===== src/rtl/lockstep_fifo.sv =====
// Synchronous FIFO holding one side's bus transactions. Pointers carry one
// extra wrap bit so full and empty are exact without a separate count.
module lockstep_fifo #(
    parameter int unsigned WIDTH = 25,
    parameter int unsigned DEPTH = 8
) (
    input  logic             clk_i,
    input  logic             rst_ni,
    input  logic             clear_i,
    input  logic             push_i,
    input  logic             pop_i,
    input  logic [WIDTH-1:0] din_i,
    output logic [WIDTH-1:0] dout_o,
    output logic             full_o,
    output logic             empty_o
);

    localparam int unsigned AW = (DEPTH > 1) ? $clog2(DEPTH) : 1;

    logic [AW:0]      wptr_q, wptr_d;
    logic [AW:0]      rptr_q, rptr_d;
    logic [WIDTH-1:0] mem_q [DEPTH];
    logic             wr_en, rd_en;

    assign empty_o = (wptr_q == rptr_q);
    assign full_o  = (wptr_q[AW] != rptr_q[AW]) && (wptr_q[AW-1:0] == rptr_q[AW-1:0]);
    // A full FIFO still accepts a write when the head leaves in the same cycle
    assign wr_en   = push_i && (!full_o || pop_i);
    assign rd_en   = pop_i && !empty_o;
    assign dout_o  = mem_q[rptr_q[AW-1:0]];

    // Pointer next-state; clear wins over push/pop
    always_comb begin
        wptr_d = wptr_q;
        rptr_d = rptr_q;
        if (clear_i) begin
            wptr_d = '0;
            rptr_d = '0;
        end else begin
            if (wr_en) wptr_d = wptr_q + (AW+1)'(1);
            if (rd_en) rptr_d = rptr_q + (AW+1)'(1);
        end
    end

    // Pointer registers
    always_ff @(posedge clk_i or negedge rst_ni) begin
        if (!rst_ni) begin
            wptr_q <= '0;
            rptr_q <= '0;
        end else begin
            wptr_q <= wptr_d;
            rptr_q <= rptr_d;
        end
    end

    // Storage array; contents are don't-care while empty so it has no reset
    always_ff @(posedge clk_i) begin
        if (wr_en && !clear_i) begin
            mem_q[wptr_q[AW-1:0]] <= din_i;
        end
    end

endmodule


===== config.mk =====
export PLATFORM = sky130hd
export DESIGN_NAME = lockstep_fifo
export DESIGN_NICKNAME = d
export VERILOG_FILES = /design/src/rtl/lockstep_fifo.sv
export SDC_FILE = /design/constraint.sdc
export NUM_CORES = 1
export LEC_CHECK = 0
export CORE_MARGIN = 2
export CORE_UTILIZATION = 55
export CTS_CLUSTER_DIAMETER = 120
export DETAILED_ROUTE_END_ITERATION = 7
export DONT_BUFFER_PORTS = 1
export MAX_ROUTING_LAYER = met4
export PLACE_DENSITY_LB_ADDON = 0.25
export SKIP_LAST_GASP = 1
export SYNTH_ARGS = -nofsm -noshare
export SYNTH_HDL_FRONTEND = slang
export SYNTH_SLANG_ARGS = --single-unit
export TNS_END_PERCENT = 30

===== constraint.sdc =====
create_clock -name clk_i -period 10.98 [get_ports clk_i]
set_input_delay 2.745 -clock clk_i [delete_from_list [all_inputs] [get_ports clk_i]]
set_output_delay 2.745 -clock clk_i [all_outputs]
set_load 0.005 [all_outputs]

# After elaboration in Yosys (flattened, before gate mapping)

Memories as Yosys holds them, arrays and structs flattened.
Cells that the tools add are included.

Logic and storage cells: 24
Memories kept: 1
RAM bits: 200
Register bits: 8
Input port bits: 30
Output and inout bits: 27

Muxes and demuxes: 6
Reductions and logical operators: 10
Equality and inequality tests: 3
Add/subtract/negate cells: 2

Memories:

| memory | depth | bits a word | rd ports | clocked after Yosys merged registers in | wr ports | RTL line | source |
|---|---|---|---|---|---|---|---|
| mem_q  | 8     | 25          | 1        | 0                                       | 1        | 22       | `logic [WIDTH-1:0] mem_q [DEPTH];` |

Operators with widths:

| operator                                                      | number |
|---|---|
| 4-bit two-way mux                                             | 4 |
| 4-bit by 1-bit adder with 4-bit output, second input constant | 2 |
| 4-bit == test                                                 | 1 |
| 1-bit logical AND                                             | 4 |
| 2-bit nonzero test                                            | 2 |
| 3-bit == test                                                 | 1 |
| 1-bit zero test                                               | 3 |
| 1-bit two-way mux                                             | 2 |
| 1-bit logical OR                                              | 1 |
| 1-bit != test                                                 | 1 |

# Depth between registers and ports, before layout

Depth after elaboration: 8
Mapped depth: 6
Mapped depth without buffers: 5

# Worst setup path before layout

OpenSTA, ideal clock, no wires.

Kind: input to register
Start: input port clear_i
End: memory mem_q[0][0] (enable)
Data arrival time: 5.676 ns
Path buffers: 1
Slack: 4.833 ns
Setup time: 0.470 ns
Data required time: 10.510 ns
Stages on the path: 3
Path through: clkbuf_1 -> or2_2 -> nor4_1

Word-level cells in the longest chain between the ends: 4

Ends and longest elaborated chain:

| element                                 | RTL line | source |
|---|---|---|
| start: declaration                      | 9        | `input logic clear_i,` |
| 1-bit zero test                         | 58       | `if (wr_en && !clear_i) begin` |
| 1-bit logical AND                       | 58       |  |
| 1-bit two-way mux                       | 58       |  |
| 1-bit two-way mux (not written as such) | 59       | `mem_q[wptr_q[AW-1:0]] <= din_i;` |
| end: declaration                        | 22       |  |

No other way between the ends.

# Worst setup path in the final report

Start: register rptr_q[0]
End: output port dout_o[12]

Word-level cells in the longest chain between the ends: 1

Ends and longest elaborated chain:

| element                  | RTL line | source |
|---|---|---|
| start: declaration       | 21       | `logic [AW:0] rptr_q, rptr_d;` |
| start signal: assignment | 52       | `rptr_q <= rptr_d;` |
| memory 8 x 25 bit        | -        |  |
| end: declaration         | 13       | `output logic [WIDTH-1:0] dout_o,` |

No other way between the ends.

==> impl_metrics.csv <==
group,metric,value,unit
status,status,"complete, no violations",
clock_tree,clock_latency,490,ps
critical_path,start_kind,"flop",
global_routing,grt_pass1_wl,21900,um
sta,rsz0062_at_grt,"no",
critical_path,slowest_delay,660,ps
place,dp_slack,5931,ps
critical_path,criticalPathCategory,"flop to output pin",
global_routing,antenna_found_initial,0,
sta,fin_skew,6.052,ps
clock_tree,ctsRootBufferMaster,"clkbuf_16",
sta,final.min_clock_period,5478,ps
route,first_pass_iters,5,
synthesis,synth_warnings,0,
clock_tree,cts.repair.resized,0,
clock_tree,postCtsSetupBuffers,0,
cells_and_area,syn_to_final_growth,11.23,%
floorplan,row_count,44,
clock_tree,cts_buffers,21,
floorplan,die-area,15710,um^2
critical_path,worstPathCellList,"buf_4, mux4_2, mux2_2",
cells_and_area,layout-drive-gt1-share,33.50,%
place,place_area,8373,um^2
floorplan,initial_utilization,55.92,%
clock_tree,clockBufferDepth,3,
synthesis,syn_inst,366,
sta,fmax,0.1825,GHz
critical_path,critPathArrivalTime,2730,ps
clock_tree,clock-sinks,208,
clock_tree,htree_levels,1,
global_routing,grt_max_degree,58,
critical_path,cp_max_fo,36,
global_routing,grt_overflow,0,
floorplan,die_height,125.3,um
cells_and_area,antenna_cells,0,
critical_path,crit_path_end_kind,"output pin",
floorplan,boundaryPins,57,
global_routing,grt_pass1_vias,3861,
global_routing,track_usage,19.05,%
route,drt_iter0_drc,242,
run,maxCapViolCount,0,
sta,final.setup.tns,0,ps
route,wl_per_cell,24.33,um
place,dp_hpwl,7972,um
sta,relSlewSlack,20.08,%
route,drt_wl_total,14140,um
hold_path,hp-class,"flop to flop",
critical_path,worstPathRequired,8240,ps
route,drc_errors,0,
clock_tree,cts_tree,"yes",
floorplan,die_w,125.3,um
cells_and_area,stdcell_area,9006,um^2
clock_tree,cts_hold_buf,0,
synthesis,synth_area,8097,um^2
route,via_per_inst,6.165,
sta,drv_slew,0,
pwr,power_density,201.8,nW/um^2
sta,worst_slack,5502,ps
route,num_vias,3582,
place,place.gp.congestion,0.7346,
synthesis,seq_area_frac_synth,76.65,%
clock_tree,clkSlewWorstSetupHoldPaths,60,ps
synthesis,synth.distinct_cells,33,
synthesis,avgSynthCellArea,22.12,um^2
cells_and_area,nets,414,
pwr,irDropWorstVdd,0.1614,mV
critical_path,crit_family,"multiplexers",
sta,period_share,49.89,%
floorplan,fp.coreArea,14480,um^2
place,port_buffers,0,
synthesis,syn-num-nets,398,
pwr,leakage,0.002803,uW
critical_path,crit_buf_inv,1,
sta,setup_violations,0,
route,drtAntennaViolNets,0,
sta,worst_slew_pin_slew,1192,ps
sta,hold_viol_final,0,
synthesis,ys_ff_latch,208,
critical_path,slowest_stage,"dfrtp_4",
sequential cells by signal, summed over array words and instances (netlist names):
name and cells:
mem_q 200, rptr_q 4, wptr_q 4
area by class of cell:
class	instances	area (um^2)
Clock buffer	24	536.8
Clock inverter	14	85.08
Fill cell	967	5473
Inverter	3	11.26
Multi-Input combinational cell	136	1838
Sequential cell	208	6211
Tap cell	184	230.2
Timing Repair Buffer	12	93.84
final timing paths:
kind                       cells past startpoint             startpoint  slack (ps)                     to
min in group asynchronous                      0                 rst_ni        1950  wptr_q[1]$_DFFE_PN0P_
max reg2reg                                    5  rptr_q[1]$_DFFE_PN0P_        7500  mem_q[4][6]$_DFFE_PP_
min reg2reg                                    2  wptr_q[3]$_DFFE_PN0P_         600  wptr_q[3]$_DFFE_PN0P_
min                                            2  wptr_q[3]$_DFFE_PN0P_         600  wptr_q[3]$_DFFE_PN0P_
max                                            3  rptr_q[0]$_DFFE_PN0P_        5500             dout_o[12]
max in group asynchronous                      0                 rst_ni        8950  rptr_q[0]$_DFFE_PN0P_
power by group:
part / leakage (uW) / internal, uW / switching (uW)
Clock: 0.000309 / 355 / 285
Sequential: 0.00191 / 892 / 23.3
Combinational: 0.000582 / 147 / 115
kinds of logic (layout without fill, tap and decap cells):
family / Yosys count / after routing / synth area share, %
AOI/OAI and AO/OA: 14 / 14 / 1.159
and+or+nand+nor: 37 / 37 / 2.426
xor gates and xnor gates: 6 / 6 / 0.6490
DFF: 208 / 208 / 76.65
adders and majority gates: 2 / 2 / 0.3090
muxes: 77 / 77 / 17.63
buffers and inverters: 22 / 53 / 1.174
layout by cell type (no fill, tap or decap), drive strengths merged:
| master | synthesis | final |
|---|---|---|
| a21o | 1 | 1 |
| a21oi | 5 | 5 |
| a31oi | 1 | 1 |
| buf | 9 | 12 |
| clkbuf | 10 | 24 |
| clkinv | 0 | 10 |
| clkinvlp | 0 | 2 |
| dfrtp | 8 | 8 |
| edfxtp | 200 | 200 |
| ha | 2 | 2 |
| inv | 3 | 5 |
| mux2 | 25 | 25 |
| mux2i | 2 | 2 |
| mux4 | 50 | 50 |
| nand2 | 4 | 4 |
| nand2b | 4 | 4 |
| nand3 | 3 | 3 |
| nand3b | 2 | 2 |
| nor2 | 7 | 7 |
| nor3 | 7 | 7 |
| nor4 | 3 | 3 |
| o211ai | 1 | 1 |
| o21ai | 3 | 3 |
| o311ai | 1 | 1 |
| o31ai | 1 | 1 |
| o41ai | 1 | 1 |
| or2 | 2 | 2 |
| or3 | 3 | 3 |
| or4 | 2 | 2 |
| xnor2 | 1 | 1 |
| xor2 | 5 | 5 |
cell usage after synthesis:
cell type,instances,area [um^2]
edfxtp_1,200,6006
mux4_2,50,1126
mux2_2,25,281.5
clkbuf_1,9,33.78
dfrtp_1,8,200.2
nor2_1,7,26.28
nor3_1,7,35.03
buf_2,6,30.03
a21oi_1,5,25.02
xor2_1,5,43.79
nand2_1,4,15.01
nand2b_1,4,25.02
inv_1,3,11.26
nand3_1,3,15.01
nor4_1,3,18.77
o21ai_0,3,15.01
or3_1,3,18.77
buf_1,2,7.510
ha_1,2,25.02
mux2i_1,2,20.02
nand3b_1,2,15.01
or4_1,2,15.01
a21o_1,1,7.510
a31oi_1,1,6.260
buf_4,1,7.510
clkbuf_2,1,5.000
o211ai_1,1,7.510
o311ai_0,1,8.760
o31ai_1,1,7.510
o41ai_2,1,16.27
or2_0,1,6.260
or2_2,1,6.260
xnor2_1,1,8.760
tightest hold or removal path, cell delays in order, from the launching register on:
cell and delay [ps]:
dfrtp_1 420, o31ai_1 90, a21oi_1 60
layer usage:
layer	routed length (um)	global-route usage [%]	vias to the layer above	part of all wire, %
li1	-	-	1566	-
met1	6062	24.94	1897	43
met2	7048	30.72	91	50
met3	696	4.322	28	4.9
met4	329	5.229	0	2.3
met5	0	-	-	0
stage by stage:
| step | utilization, % | cells | power [uW] | hold WS (ps) |
|---|---|---|---|---|
| 2_1_floorplan | - | 366 | 1154 | 564.6 |
| 3_3_place_gp | 57.83 | 542 | 1199 | 573.6 |
| 3_5_place_dp | 57.83 | 542 | 1203 | 593.9 |
| 4_1_cts | 62.12 | 580 | 1841 | 604.5 |
| 5_1_grt | 62.20 | 581 | 1886 | 635.1 |
| 6_report | 62.20 | 581 | 1818 | 602.4 |
(Power assumes the default switching activity.)
